## src/rtl/alu_sequencer.sv

```systemverilog
// Multi-cycle sequencer: fetches 17-bit instructions, latches ALU operands,
// waits one settle cycle for an external combinational ALU, then writes back.
module alu_sequencer #(
    parameter int ADDR_W = 4
) (
    input  logic              clk,
    input  logic              rst,
    input  logic              start,
    output logic              imem_req,
    output logic [ADDR_W-1:0] imem_addr,
    input  logic              imem_valid,
    input  logic [16:0]       imem_data,
    output logic [2:0]        alu_opcode,
    output logic [7:0]        alu_a,
    output logic [7:0]        alu_b,
    input  logic [7:0]        alu_result,
    input  logic [7:0]        alu_carry,
    output logic              busy,
    output logic              halted,
    output logic              carry_flag,
    input  logic [1:0]        dbg_sel,
    output logic [7:0]        dbg_data
);

    // state  | meaning
    // IDLE   | after reset, waiting for start
    // FETCH  | imem_req high until imem_valid, ir captures the word
    // DECODE | halt check, ALU operands and opcode latched
    // EXEC   | settle cycle for the combinational ALU
    // WB     | write r[rd] and carry, advance pc
    // HALT   | halt word decoded, waiting for start
    typedef enum logic [2:0] {
        S_IDLE   = 3'd0,
        S_FETCH  = 3'd1,
        S_DECODE = 3'd2,
        S_EXEC   = 3'd3,
        S_WB     = 3'd4,
        S_HALT   = 3'd5
    } state_t;

    state_t            state_q, state_d;
    logic [ADDR_W-1:0] pc_q, pc_d;
    logic [16:0]       ir_q, ir_d;
    logic [3:0][7:0]   r_q, r_d;
    logic [7:0]        alu_a_q, alu_a_d;
    logic [7:0]        alu_b_q, alu_b_d;
    logic [2:0]        alu_op_q, alu_op_d;
    logic              carry_q, carry_d;

    logic              ir_halt;
    logic [2:0]        ir_op;
    logic [1:0]        ir_rd, ir_rs, ir_rt;
    logic              ir_imm_sel;
    logic [7:0]        ir_imm;
    logic              unused_carry;

    assign ir_halt    = ir_q[16];
    assign ir_op      = ir_q[15:13];
    assign ir_rd      = ir_q[12:11];
    assign ir_rs      = ir_q[10:9];
    assign ir_imm_sel = ir_q[8];
    assign ir_imm     = ir_q[7:0];
    assign ir_rt      = ir_q[1:0];

    // only bit 0 of the carry vector is architecturally visible
    assign unused_carry = ^alu_carry[7:1];

    always_comb begin
        state_d  = state_q;
        pc_d     = pc_q;
        ir_d     = ir_q;
        r_d      = r_q;
        alu_a_d  = alu_a_q;
        alu_b_d  = alu_b_q;
        alu_op_d = alu_op_q;
        carry_d  = carry_q;
        case (state_q)
            S_IDLE, S_HALT: begin
                if (start) begin
                    pc_d    = '0;
                    state_d = S_FETCH;
                end
            end
            S_FETCH: begin
                if (imem_valid) begin
                    ir_d    = imem_data;
                    state_d = S_DECODE;
                end
            end
            S_DECODE: begin
                if (ir_halt) begin
                    state_d = S_HALT;
                end else begin
                    // operands captured here so rd==rs/rt cannot race the write-back
                    alu_a_d  = r_q[ir_rs];
                    alu_b_d  = ir_imm_sel ? ir_imm : r_q[ir_rt];
                    alu_op_d = ir_op;
                    state_d  = S_EXEC;
                end
            end
            S_EXEC: begin
                state_d = S_WB;
            end
            S_WB: begin
                r_d[ir_rd] = alu_result;
                carry_d    = alu_carry[0];
                pc_d       = pc_q + ADDR_W'(1);
                state_d    = S_FETCH;
            end
            default: begin
                state_d = S_IDLE;
            end
        endcase
    end

    always_ff @(posedge clk) begin
        if (!rst) begin
            state_q  <= S_IDLE;
            pc_q     <= '0;
            ir_q     <= '0;
            r_q      <= '0;
            alu_a_q  <= '0;
            alu_b_q  <= '0;
            alu_op_q <= '0;
            carry_q  <= 1'b0;
        end else begin
            state_q  <= state_d;
            pc_q     <= pc_d;
            ir_q     <= ir_d;
            r_q      <= r_d;
            alu_a_q  <= alu_a_d;
            alu_b_q  <= alu_b_d;
            alu_op_q <= alu_op_d;
            carry_q  <= carry_d;
        end
    end

    assign imem_req   = (state_q == S_FETCH);
    assign imem_addr  = pc_q;
    assign alu_opcode = alu_op_q;
    assign alu_a      = alu_a_q;
    assign alu_b      = alu_b_q;
    assign busy       = (state_q == S_FETCH) || (state_q == S_DECODE) ||
                        (state_q == S_EXEC)  || (state_q == S_WB);
    assign halted     = (state_q == S_HALT);
    assign carry_flag = carry_q;
    assign dbg_data   = r_q[dbg_sel];

endmodule

```

## config.mk

```make
export PLATFORM = sky130hd
export DESIGN_NAME = alu_sequencer
export DESIGN_NICKNAME = d
export VERILOG_FILES = /design/src/rtl/alu_sequencer.sv
export SDC_FILE = /design/constraint.sdc
export NUM_CORES = 1
export LEC_CHECK = 0
export BUFFER_PORTS_ARGS = -buffer_cell sky130_fd_sc_hd__buf_2
export CAP_MARGIN = 15
export CORE_ASPECT_RATIO = 1.4
export CORE_MARGIN = 2
export CORE_UTILIZATION = 40
export CTS_CLUSTER_DIAMETER = 150
export DETAILED_ROUTE_END_ITERATION = 10
export PLACE_DENSITY = 0.6
export SYNTH_ARGS = -nofsm -noshare
export SYNTH_HDL_FRONTEND = slang
export SYNTH_SLANG_ARGS = --single-unit
```

## constraint.sdc

```tcl
create_clock -name clk -period 2.45 [get_ports clk]
set_clock_uncertainty 0.05 [all_clocks]
set_input_delay 0.3675 -clock clk [delete_from_list [all_inputs] [get_ports clk]]
set_output_delay 0.3675 -clock clk [all_outputs]
set_load 0.005 [all_outputs]
```

# Word level (Yosys, flattened, before mapping)
# Index checks and enable logic that the tools add are counted.
# totals
rom_bits	0
wordCells	52
inputBits	39
mem_count	0
regBits	76
output_inout_bits	35
ram_bits	0
latchBits	0
# classes
add_sub_neg	1
shifts	0
bitwise_logic	1
mux	16
order_cmp	5
mul	0
n_div	0
eq_ne	7
reduce_logical	11
# op_table
cell	n
$bmux 8 s2	3
$mux 8	5
$bwmux 32	1
$demux 8 s2	1
$pmux 3 s5	1
$lt 2x3->1 const B	4
$mux 3	3
$pmux 4 s2	1
$reduce_and 2->1	4
$eq 3x2->1 const B	2
$eq 3x3->1 const B	2
$add 4x1->4 const B	1
$mux 4	1
$eq 3x1->1 const B	1
$logic_not 3->1	1
$logic_or 1x1->1	3
$ge 2x1->1 const B	1
$ne 2x1->1 const B	1
$ne 2x2->1 const B	1
$reduce_bool 2->1	1
$reduce_or 2->1	1
$logic_and 1x1->1	1
$not 1->1	1

# Depth between registers and ports, before layout
# Gate-level depths: netlist of the first run.
# logic_depth
depth_word	5
ltp_mapped	6
ltp_nobuf	4

# Worst setup path before layout of the first run
# No wires, ideal clock.
# synth_timing
kind	register to register
from	register ir_q[9]
to	register alu_a_q[6] (netlist: alu_a[6])
period_less_slack_ns	1.575
arrival_time_ns	1.408
path_slack_ns	0.875
stages_incl_launch_ff	4
required_ns	2.283
path_buffers	1
setup_ns	0.117
cell_sequence	dfxtp_1 > clkbuf_1 > mux4_2 > o2bb2ai_1
# synth_via
elab_chain_cells	2
# synth_rtl
element	line	text
start: declaration	43	logic [16:0] ir_q, ir_d;
start signal: assignment	129	ir_q <= ir_d;
$bmux 8 s2	95	alu_a_d = r_q[ir_rs];
$mux 8 (not written as such)	95	
end signal: assignment	131	alu_a_q <= alu_a_d;
end: declaration	45	logic [7:0] alu_a_q, alu_a_d;
# Every way passes these cells. The select of a mux whose other input is x is not followed.
# A chain may end at the register's enable or synchronous reset.

# Worst setup path in the final report of the first run
# layout_timing
from	register state_q[0]
to	output imem_req
# layout_via
elab_chain_cells	1
# layout_rtl
element	line	text
start: declaration	41	state_t state_q, state_d;
start signal: assignment	127	state_q <= state_d;
$eq 3x1->1	138	assign imem_req = (state_q == S_FETCH);
end: declaration	9	output logic imem_req,
# Every way passes these cells.

==> results of run 1 <==
-- final cells by class --
type,instances,area (um^2),area share
inverter,1,3.75,0.000840
multi-input combinational,283,2080,0.466
tap,107,134,0.0300
clock inverter,6,63.8,0.0143
clock buffer,10,239,0.0535
sequential,76,1520,0.340
timing repair buffer,77,425,0.0952
-- metrics by stage --
| step | instance area [um^2] | hold slack [ns] |
|---|---|---|
| after floorplan | 3770 | 0.385 |
| after global placement | 4170 | 0.399 |
| after detailed placement | 4170 | 0.400 |
| after CTS | 4470 | 0.202 |
| after global routing | 4470 | 0.230 |
| final | 4470 | 0.209 |
-- routing by layer --
metal	wire, um	share of wire	vias to the layer above
li1	-	-	1549
met1	4150	0.41	1526
met2	5050	0.50	106
met3	552	0.055	20
met4	254	0.025	2
met5	7	0.00070	-
-- path summary, 6_finish.rpt --
| check | from | to | slack (ns) | cells after the start |
|---|---|---|---|---|
| worst max-delay path | state_q[0] | imem_req | 0.48 | 3 |
| worst min-delay path | imem_data[6] | ir_q[6] | 0.21 | 3 |
| worst max register to register | state_q[2] | r_q[25] | 0.51 | 3 |
| worst min register to register | alu_a[2] | alu_a[2] | 0.40 | 2 |
-- report_power, final --
part / switching (W) / internal (W) / leakage [nW]
logic: 0.000131 / 0.000102 / 0.894
registers: 0.0000351 / 0.00126 / 0.614
clock network: 0.000534 / 0.000814 / 0.144
-- worst max-delay path: cells and delay by family (launching register included) --
| kind | cells | cell delay [ns] |
|---|---|---|
| buf+inv | 2 | 0.41 |
| flops | 1 | 0.57 |
| simple gates | 1 | 0.24 |
-- logic make-up after synthesis --
| logic type | after synthesis | synth area share |
|---|---|---|
| flops | 76 | 0.403 |
| fa+ha+maj | 1 | 0.00331 |
| mux | 37 | 0.155 |
| xor+xnor | 3 | 0.00696 |
| simple gates | 119 | 0.164 |
| compound gates | 123 | 0.220 |
| buf+inv | 40 | 0.0471 |
-- flip-flops by register name (all words and copies together) (netlist names) --
name	count
r_q	32
ir_q	17
alu_a	8
alu_b	8
imem_addr	4
alu_opcode	3
state_q	3
carry_flag	1
-- layout by cell type, fill, tap and decap left out, types with 2 or more instances in the layout --
cell	n
buf_2	66
and2_1	3
a31o_1	2
clkinvlp_4	2
nor2b_1	8
mux2i_1	8
clkinv_2	2
o2bb2ai_1	8
nand2b_1	2
nand3_1	32
o21ai_0	41
a222oi_1	6
clkbuf_16	9
xnor2_1	2
mux4_2	16
a21boi_1	3
nand2_1	49
o21bai_1	2
buf_4	10
dfxtp_1	76
nor2_1	8
nor3b_1	3
o21a_1	2
a21boi_0	48
mux2_2	13
a21oi_1	7
==> summary.md, run 1 <==
| Metric | Value |
|---|---|
| Status | `finished, final reports clean` |
| Share of layout cells above drive strength 1 | `0.283` |
| H-tree lvl count | `3` |
| Pre-CTS WS | `around 0.52 ns` |
| Worst min path class | `input port to flop` |
| All-Layer GR Usage | `0.205` |
| Final Cycle Share | `0.805` |
| Routed vias/inst | `approximately 5.7` |
| Crit path required time | `2.03 ns` |
| Mapped Cells | `399` |
| Layout Nets | `488` |
| Synth area leader | `dfxtp_1` |
| Final hold vios | `0` |
| Total number of vias | `3203` |
| Final wirelength | `10000 um` |
| Buffer levels on the longest clock path | `2` |
| RSZ-0062 raised after global routing | `false` |
| Setup crit end kind | `primary output` |
| TritonCTS clock tree | `built` |
| Worst setup margin | `between 0.4 and 0.5 ns` |
| Placed Cells | `between 500 and 600` |
| Mapped Area | `0.00377 mm^2` |
| Root Driver | `clkbuf_16` |
| Fill cells | `856` |
| FP Rows | `41` |
| Critical path type | `flop to primary output` |
| # DRC | `0` |
| Netlist cell types | `46` |
| Crit path max fanout | `11` |
| Hold buffer count at cts | `0` |
| Max-slew violations | `0` |
| Final setup vio count | `0` |
| Met3 usage | `0.0464` |
| Top cells by area, synth | `dfxtp_1 (40%), a21boi_0 (9.5%), mux4_2 (9.5%)` |
| GR met1 Demand/Resource | `0.246` |
| Antenna-violating nets left | `0` |
| # Max-Cap Violations | `0` |
| Non-Filler Instances | `between 500 and 600` |
| WL/cell | `~18 um` |
| Port Buf Inserts | `66` |
| Die area | `0.0102 mm^2` |
| CTS Buf Count | `9` |
| Power Total | `between 0.002 and 0.003 W` |
| Clock transition at path regs | `0.06 ns` |
| Power Density | `643 mW/mm^2` |
| Mapped Nets | `439` |
| Io pins | `74` |
| Async S/R FF share, synth | `0` |
| Slew HR | `0.529` |
| Initial antenna violation count | `1` |
| Most frequent cell after synthesis | `dfxtp_1` |
| Critical path's slowest cell | `dfxtp_1` |
| Initial Utilization | `0.416` |
| Sequential share of the synthesized area | `0.403` |
| Die Ht | `119 um` |
| Drt first pass iters | `5` |
| Yosys reg bits | `between 70 and 80` |
| PostCTS Resize Cnt | `0` |
| Antenna diode count | `0` |
| Mean area per synthesized cell | `between 9 and 10 um^2` |
| Yosys top cell area share | `0.403` |
| Synthesis warning total | `0` |
| CTS Sinks | `76` |
| Setup Fix Bufs, Post-CTS | `0` |
| GRT busiest layer | `met2` |
| Estimated wirelength of the detail-placed design | `about 7000 um` |
| Worst-Margin Slew | `0.706 ns` |
| Area growth syn-to-layout | `18.4%` |
| Final GP Congestion | `0.820` |
| Tmin final | `1.97 ns` |
| Core area | `0.00908 mm^2` |
| Vias in the first global route | `3113` |
| Highest clock rate | `507 MHz` |
| P_leak | `roughly 1.7 nW` |
| Largest net degree at the start of global routing | `53` |
| Startpoint types | `flop` |
| Clk_lat worst skew | `about 0.34 ns` |
| Critical path's largest stage delay | `0.57 ns` |
| Post-synth EDFFs | `0` |
| First-pass GRT wire length | `16200 um` |
| Grt total ovfl | `0` |
| CP cell instances | `buf_4, nor3b_1, buf_2` |
| Post-Route Setup TNS | `0 ns` |
| Post-synth top cells | `dfxtp_1 (76), nand2_1 (49), a21boi_0 (48)` |
| DRT iter0 DRCs | `between 200 and 250` |
| Crit path DAT | `1.56 ns` |
| Ys flop type | `dfxtp_1` |
| Final Util | `0.492` |
| M2 GR Usage | `0.346` |
| Chip Width | `86.1 um` |
| Max VDD drop | `326 uV` |
Note: power is estimated with default switching activity, not from simulation.
==> inputs of run 2 (changes only) <==
--- a/config.mk
+++ b/config.mk
@@ -12,7 +12,7 @@
 export CORE_UTILIZATION = 40
 export CTS_CLUSTER_DIAMETER = 150
 export DETAILED_ROUTE_END_ITERATION = 10
-export PLACE_DENSITY = 0.6
+export PLACE_DENSITY = 0.62
 export SYNTH_ARGS = -nofsm -noshare
 export SYNTH_HDL_FRONTEND = slang
 export SYNTH_SLANG_ARGS = --single-unit
==> constraint.sdc (replaced) <==
create_clock -name clk -period 1.7 [get_ports clk]
set_clock_uncertainty 0.05 [all_clocks]
set_input_delay 0.255 -clock clk [delete_from_list [all_inputs] [get_ports clk]]
set_output_delay 0.255 -clock clk [all_outputs]
set_load 0.005 [all_outputs]
==> summary.md, run 2 (synthesis gave the netlist of run 1 again) <==
| Metric | Value |
|---|---|
| Startpoint types | `flop` |
| First-pass GRT wire length | `15900 um (-2.0%)` |
| Io pins | `74 (unchanged)` |
| Chip Width | `86.1 um (unchanged)` |
| Initial antenna violation count | `0 (-1)` |
| Critical path's slowest cell | `mux4_2` |
| RSZ-0062 raised after global routing | `false` |
| P_leak | `1.71 nW (+3.2%)` |
| H-tree lvl count | `3 (unchanged)` |
| WL/cell | `17.6 um (-1.7%)` |
| Clk_lat worst skew | `0.34 ns (about the same)` |
| Routed vias/inst | `5.71 (-0.14%)` |
| Delay-heaviest family, CP | `multiplexers` |
| Area growth syn-to-layout | `20.6%` |
| Sw Ratio | `0.235 (-0.00874)` |
| Pre-CTS WS | `0.0809 ns (-0.438 ns)` |
| HP Start | `imem_data[9]` |
| Critical path type | `flop to primary output` |
| Final setup vio count | `0 (unchanged)` |
| DRT iter0 DRCs | `182 (-21%)` |
| Worst setup margin | `0.0621 ns (-0.415 ns)` |
| Antenna diode count | `0 (unchanged)` |
| Post-Route Setup TNS | `0 ns (unchanged)` |
| Most common cell after layout, fill and taps aside | `dfxtp_1` |
| Largest net degree at the start of global routing | `34 (-36%)` |
| Antenna-violating nets left | `0 (unchanged)` |
| Core area | `0.00908 mm^2 (unchanged)` |
| Most frequent cells in the layout | `dfxtp_1 (74), buf_2 (66), a21boi_0 (48), nand2_1 (48), o21ai_0 (41)` |
| CTS Buf Count | `9 (unchanged)` |
| # Max-Cap Violations | `0 (unchanged)` |
| Final Cycle Share | `0.963` |
| End of the worst register-to-register path | `alu_b[5]` |
| Max VDD drop | `547 uV (+68%)` |
| Vias in the first global route | `3061 (-1.7%)` |
| Tmin final | `~1.6 ns` |
| Status | `finished, final reports clean` |
| Initial Utilization | `0.416 (unchanged)` |
| WHS Endpoint | `ir_q[9]` |
| Die area | `0.0102 mm^2 (unchanged)` |
| Crit path DAT | `1.33 ns (-0.23 ns)` |
| Reg power frac | `0.459 (+0.009)` |
| Largest registers | `r_q x32, ir_q x17` |
| Cells on Worst Hold Path | `3 (unchanged)` |
| Power Density | `886 mW/mm^2 (+38%)` |
| Max-slew violations | `0 (unchanged)` |
| Hold buffer count at cts | `0 (unchanged)` |
| Clock transition at path regs | `0.05 ns (about the same)` |
| Slew HR | `0.639 (+0.111)` |
| Grt total ovfl | `0 (unchanged)` |
| Worst min path class | `input port to flop` |
| Internal power | `0.00309 W (+42%)` |
| Buffers and inverters on the worst path | `1 (-1)` |
| Worst R2R Path Depth | `4 (+1)` |
| Die Ht | `119 um (unchanged)` |
| Combinational Power Share | `0.094 (+0.013)` |
| Crit path max fanout | `4 (-7)` |
| Share of layout cells above drive strength 1 | `0.299 (+0.0161)` |
| Buffer levels on the longest clock path | `2 (unchanged)` |
| Setup crit end kind | `primary output` |
| Reg with most FFs | `r_q` |
| Sw power | `0.000946 W (+35%)` |
| Final wirelength | `9990 um (-0.17%)` |
| Fill cells | `837 (-2.2%)` |
| # DRC | `0 (unchanged)` |
| FP Rows | `41 (unchanged)` |
| R2r setup slk | `0.16 ns (-0.35 ns)` |
| Port Buf Inserts | `66 (unchanged)` |
| Final GP Congestion | `0.775 (-5.5%)` |
| Register Area | `0.00152 mm^2 (+0.16%)` |
| Crit path required time | `1.39 ns (-0.64 ns)` |
| Highest clock rate | `611 MHz` |
| Final hold vios | `0 (unchanged)` |
| Estimated wirelength of the detail-placed design | `7090 um (about the same)` |
| Total number of vias | `3250 (+1.5%)` |
| Clock share of power | `0.447 (-0.022)` |
| Drt first pass iters | `4 (-1)` |
| TritonCTS clock tree | `built` |
| CP cell instances | `mux4_2, buf_2` |
| Layout Nets | `497 (+1.8%)` |
| Max reg flops | `32 (unchanged)` |
| Root Driver | `clkbuf_16` |
| Worst-Margin Slew | `0.541 ns (-0.165 ns)` |
| Multi-input logic area | `0.00209 mm^2 (+0.36%)` |
| CTS Sinks | `76 (unchanged)` |
| Critical path's largest stage delay | `0.51 ns (-0.06 ns)` |
| Reg2Reg Launch Point | `ir_q[0]` |
| All-Layer GR Usage | `0.202 (-0.00318)` |
run 2: cell count changes in the layout (fill, tap and decap cells not counted), sizes merged:
cell	previous run	this run
buf	77	86
bufinv	1	0
clkinvlp	2	0
clkinv	3	1
clkbuf	10	15
run 2: area by class of cell:
type / count / area share
multi-input cells: 283 / 0.459
flip-flops and latches: 76 / 0.335
repair buffers: 86 / 0.114
clock buffers: 15 / 0.0610
well taps: 107 / 0.0294
clock inverters: 1 / 0.00110
inverters: 1 / 0.000825
run 2: power groups by stage:
stage	clock [W]	combinational (W)	sequential, W
after detailed placement	0	0.000377	0.00189
final	0.00180	0.000379	0.00185
after floorplan	0	0.000240	0.00187
after CTS	0.00185	0.000378	0.00185
after global routing	0.00190	0.000411	0.00185
after global placement	0	0.000373	0.00189
run 2: worst reg2reg max path: stages, from the launching register on:
cell      delay (ns)
dfxtp_1         0.35
buf_12          0.16
mux2_2          0.37
a222oi_1        0.38
a21oi_1         0.12
run 2: repair_timing:
action,CTS,global route
endpoints found under the setup margin,1,8
setup buffers,0,0
gates resized for setup,1,3
run 2: metal layers:
layer | wire, um | track usage | part of all wire | vias to the layer above
li1 | - | - | - | 1569
met1 | 4100 | 0.234 | 0.41 | 1567
met2 | 5130 | 0.350 | 0.51 | 99
met3 | 544 | 0.0541 | 0.054 | 15
met4 | 219 | 0.0754 | 0.022 | 0
met5 | 0 | 0 | 0 | -
run 2: worst max path at each step:
stage	depth (start not counted)	slack, ns	to	startpoint
after floorplan	3	0.13	alu_a[6]	ir_q[9]
after global placement	3	0.14	dbg_data[4]	dbg_sel[0]
after detailed placement	4	0.08	r_q[9]	state_q[2]
after CTS	3	0.04	halted	state_q[1]
after global routing	3	0.01	halted	state_q[2]
final	2	0.06	dbg_data[4]	r_q[4]
run 2: metrics by stage:
stage               utilization  power, W  hold WS [ns]  area, um^2  instances
floorplan                     -   0.00211         0.340        3770        399
global placement          0.469   0.00226         0.394        4260        553
detailed placement        0.469   0.00226         0.398        4260        553
CTS                       0.500   0.00408         0.105        4540        569
global route              0.501   0.00417         0.108        4550        569
finish                    0.501   0.00403         0.115        4550        569
